`config.mk`:
```
export PLATFORM = sky130hd
export DESIGN_NAME = buffer_and_demux
export DESIGN_NICKNAME = d
export VERILOG_FILES = /design/src/rtl/buffer_and_demux.sv
export SDC_FILE = /design/constraint.sdc
export NUM_CORES = 1
export LEC_CHECK = 0
export BUFFER_PORTS_ARGS = -buffer_cell sky130_fd_sc_hd__buf_2
export CELL_PAD_IN_SITES_DETAIL_PLACEMENT = 1
export CELL_PAD_IN_SITES_GLOBAL_PLACEMENT = 1
export CORE_AREA = 2 2 240 242
export CTS_CLUSTER_SIZE = 8
export DETAILED_ROUTE_END_ITERATION = 10
export DIE_AREA = 0 0 242 244
export GPL_ROUTABILITY_DRIVEN = 0
export PLACE_DENSITY = 0.73
export SYNTH_ARGS = -nofsm -noshare
export SYNTH_HDL_FRONTEND = slang
export SYNTH_SLANG_ARGS = --single-unit
export TNS_END_PERCENT = 20
```
`constraint.sdc`:
```
create_clock -name clk -period 3.8 [get_ports clk]
set_input_delay 0.76 -clock clk [delete_from_list [all_inputs] [get_ports clk]]
set_output_delay 0.76 -clock clk [all_outputs]
set_load 0.01 [all_outputs]
```
`src/rtl/buffer_and_demux.sv`:
```
// 1-to-NUM_LANES registered distributor: a one-hot select steers each upstream word
// into that lane's holding register, and words with an illegal select are dropped and counted.
module buffer_and_demux #(
  parameter int DATA_WIDTH = 32,
  parameter int NUM_LANES  = 16,
  parameter int CNT_WIDTH  = 16
) (
  input  logic                             clk,
  input  logic                             reset_n,
  input  logic                             in_valid,
  output logic                             in_ready,
  input  logic [NUM_LANES-1:0]             in_sel,
  input  logic [DATA_WIDTH-1:0]            in_data,
  output logic [NUM_LANES-1:0]             lane_valid,
  input  logic [NUM_LANES-1:0]             lane_ready,
  output logic [NUM_LANES*DATA_WIDTH-1:0]  lane_data,
  output logic [CNT_WIDTH-1:0]             drop_count,
  output logic                             sel_err,
  input  logic                             err_clr
);

  localparam logic [NUM_LANES-1:0] SEL_ONE = NUM_LANES'(1);
  localparam logic [CNT_WIDTH-1:0] CNT_MAX = '1;

  logic                 sel_legal;
  logic                 accept;
  logic [NUM_LANES-1:0] lane_free;
  logic [NUM_LANES-1:0] load;

  // A lane can take a word when it is empty or being drained in the same cycle.
  // Illegal selects always report ready so the drop path never stalls upstream.
  always_comb begin
    sel_legal = (in_sel != '0) && ((in_sel & (in_sel - SEL_ONE)) == '0);
    lane_free = ~lane_valid | lane_ready;
    in_ready  = reset_n & (~sel_legal | (|(in_sel & lane_free)));
    accept    = in_valid & in_ready;
    load      = (accept & sel_legal) ? in_sel : '0;
  end

  always_ff @(posedge clk) begin
    if (!reset_n) begin
      lane_valid <= '0;
      lane_data  <= '0;
      drop_count <= '0;
      sel_err    <= 1'b0;
    end else begin
      lane_valid <= (lane_valid & ~lane_ready) | load;
      for (int i = 0; i < NUM_LANES; i++) begin
        if (load[i]) lane_data[i*DATA_WIDTH +: DATA_WIDTH] <= in_data;
      end
      // Clearing wins over a drop arriving in the same cycle.
      if (err_clr) begin
        drop_count <= '0;
        sel_err    <= 1'b0;
      end else if (accept && !sel_legal) begin
        if (drop_count != CNT_MAX) drop_count <= drop_count + CNT_WIDTH'(1);
        sel_err <= 1'b1;
      end
    end
  end

endmodule
```
==> results.json <==
{
  "post-cts-setup-buffer-count": 0,
  "power_frac_seq": 0.467,
  "io_pins": 614,
  "synthArstFlopShare": 0,
  "synth_area_leaders": "dfxtp_1 53%, mux2i_1 25%, nand2_1 10%, buf_12 2.9%, clkbuf_1 1.8%",
  "setup_tns_ns": 0,
  "synthToLayoutAreaGrowth_pct": 26.4,
  "routed_wl_mm": 76.1,
  "hold_slack_ns": 0.449,
  "whs_path_depth": 2,
  "final_util": 0.463,
  "cts_resized": 0,
  "dpl.cell_count": 3215,
  "endpoint_kind": "primary output",
  "crit_fanout": 5,
  "path_clk_slew_ns": 0.05,
  "placement.io_buffers": 613,
  "worstReg2RegEnd": "lane_data[101]$_SDFFE_PN0P_",
  "setup_violations": 0,
  "max_cap_violations": 0,
  "final_cell_mix": "612 x buf_2, 557 x nand2_1, 545 x dfxtp_1, 512 x mux2i_1, 80 x clkbuf_16",
  "grt_pass1_wl_mm": 113,
  "antenna_found_initial": 0,
  "die-area_um2": 59000,
  "status": "completed",
  "synth_nets": 2030,
  "dr.pass1.iters": 5,
  "fillers": 6469,
  "cts_max_level": 3,
  "postSynthCellCount": 1961,
  "layout_setup_ws_ns": 0.267,
  "grt-ovfl-total": 0,
  "intPower_w": 0.00953,
  "ant_nets": 0,
  "reg2reg_depth": 8,
  "grt_pass1_vias": 17800,
  "power.density_nw_per_um2": 472,
  "first_iter_violations": 574,
  "nNetsFinal": 2608,
  "cts_buffer_depth": 3,
  "syn_area_um2": 20600,
  "regToRegStartpoint": "lane_valid[2]$_SDFF_PN0_",
  "hp-class": "reg2reg",
  "leakagePower_nw": 10.9,
  "fmax_mhz": 283,
  "core_area_um2": 56200,
  "ys.flop_type": "dfxtp_1",
  "cp-start-kind": "input port",
  "avgSynthCellArea_um2": 10.5,
  "criticalPathCategory": "in2out",
  "clkLatencyLatePin_ns": 0.60,
  "combPwrFrac": 0.031,
  "wire_per_inst_um": 23.0,
  "route.vias.total": 16600,
  "ys_warn_count": 0,
  "period_needed_ns": 3.53,
  "final_common_cell": "buf_2",
  "yosysSeqAreaShare": 0.530,
  "yosysTopAreaCell": "dfxtp_1",
  "synth_edf_count": 0,
  "dp_hpwl_mm": 51.6,
  "rows": 87,
  "cts_buffers": 78,
  "finalMaxSlewViolations": 0,
  "min_from": "lane_data[403]$_SDFFE_PN0P_",
  "ys_types": 44,
  "grt_max_degree": 179,
  "finalNonFillerCells": 3301,
  "die_x_um": 242,
  "swShare": 0.223,
  "initial_core_util": 0.366,
  "track_usage": 0.250,
  "route.detailed.drc": 0,
  "r2r_setup_slack_ns": 1.13,
  "routed_via_density": 5.04,
  "ir_worst_vdd_mv": 0.287,
  "cts_sinks": 545,
  "rsz0062_at_grt": "no",
  "hold_end": "lane_data[403]$_SDFFE_PN0P_",
  "yosys.area.top_type_share": 0.530,
  "slew_headroom": 0.281,
  "n_antenna_cell": 0,
  "hold_buffers": 0,
  "final_layout_size_suffix_gt1_frac": 0.302,
  "clock_skew_ns": 0.0315,
  "cp.required_ns": 3.04,
  "cts_tree": "yes",
  "arrival_ns": 2.77,
  "ys_ff_latch": 545,
  "tightest_slew_ns": 1.08,
  "die_h_um": 244,
  "finalHoldViolCount": 0,
  "power_frac_clock": 0.503,
  "min_period_over_period": 0.930,
  "power_switching_w": 0.00274,
  "pre_cts_ws_ns": 0.228,
  "ctsRootBufferMaster": "clkbuf_16"
}
==> state kept, by name, indices dropped and copies added, names as in the netlist <==
signal,flops
sel_err,1
drop_count,16
lane_data,512
lane_valid,16
==> kinds of logic (layout without fill, tap and decap cells) <==
group,Yosys count,count (layout),share of synthesized area
buffers and inverters,184,768,0.0677
multiplexers,512,512,0.249
flip-flops,545,545,0.530
AND/OR/NAND/NOR,648,648,0.129
adder cells (fa/ha/maj),2,2,0.00109
AO/OA/AOI/OAI,70,70,0.0226
==> critical path, stage by stage <==
cell and delay (ns):
buf_2 0.12, or4_4 0.57, maj3_1 0.37, nor3_1 0.14, o21ai_0 0.18, nor4b_4 0.29
a21boi_0 0.16, buf_2 0.17
==> cell type report <==
class,instances,area [um^2],area share
clock buffer,82,2030,0.0781
clock inverter,4,53.8,0.00207
inverter,17,63.8,0.00245
multi-input combinational,1232,8280,0.319
sequential,545,10900,0.420
tap,756,946,0.0364
timing repair buffer,665,3710,0.143
==> worst max-delay path by stage <==
stage                         start                          end  slack, ns  depth (start not counted)
after floorplan           in_sel[0]                     in_ready       0.32                          8
after global placement    in_sel[0]                     in_ready       0.31                          8
after detailed placement  in_sel[0]  lane_data[135]$_SDFFE_PN0P_       0.23                         10
after CTS                 in_sel[0]                     in_ready       0.29                          8
after global routing      in_sel[0]                     in_ready       0.19                          8
final                     in_sel[0]                     in_ready       0.27                          8
==> power groups by stage <==
| stage | clock, W | combinational, W | sequential [W] |
|---|---|---|---|
| 2_1_floorplan | 0 | 0.000180 | 0.00584 |
| 4_1_cts | 0.00630 | 0.000373 | 0.00573 |
| 3_5_place_dp | 0 | 0.000371 | 0.00584 |
| 5_1_grt | 0.00655 | 0.000395 | 0.00572 |
| 6_report | 0.00617 | 0.000375 | 0.00573 |
| 3_3_place_gp | 0 | 0.000365 | 0.00584 |
==> synth_stat cells, types with 2 or more instances <==
cell type / count
a21oi_1: 12
a31oi_1: 2
and3_1: 21
buf_12: 30
buf_2: 5
buf_4: 11
buf_6: 22
clkbuf_1: 98
dfxtp_1: 545
inv_1: 17
mux2i_1: 512
nand2_1: 557
nand2b_1: 2
nand3_1: 9
nand4_1: 4
nor2_1: 9
nor2b_1: 18
nor3_1: 8
o211ai_1: 3
o21a_1: 17
o21ai_0: 11
o22ai_1: 10
o311ai_0: 2
o31ai_1: 4
o41ai_1: 2
or3_1: 7
or4_1: 6
==> metal layers <==
metal	vias to the layer above	routed length [um]	GRT usage
met5	-	0	0
met4	0	2920	0.108
met3	147	5360	0.0736
met2	554	36600	0.426
met1	8291	31200	0.291
li1	7644	-	-
==> stage by stage <==
stage	instance area, um^2	power, W
after floorplan	20600	0.00602
after global placement	23900	0.00621
after detailed placement	23900	0.00621
after CTS	26000	0.0124
after global routing	26000	0.0127
final	26000	0.0123
(Power assumes the default switching activity.)
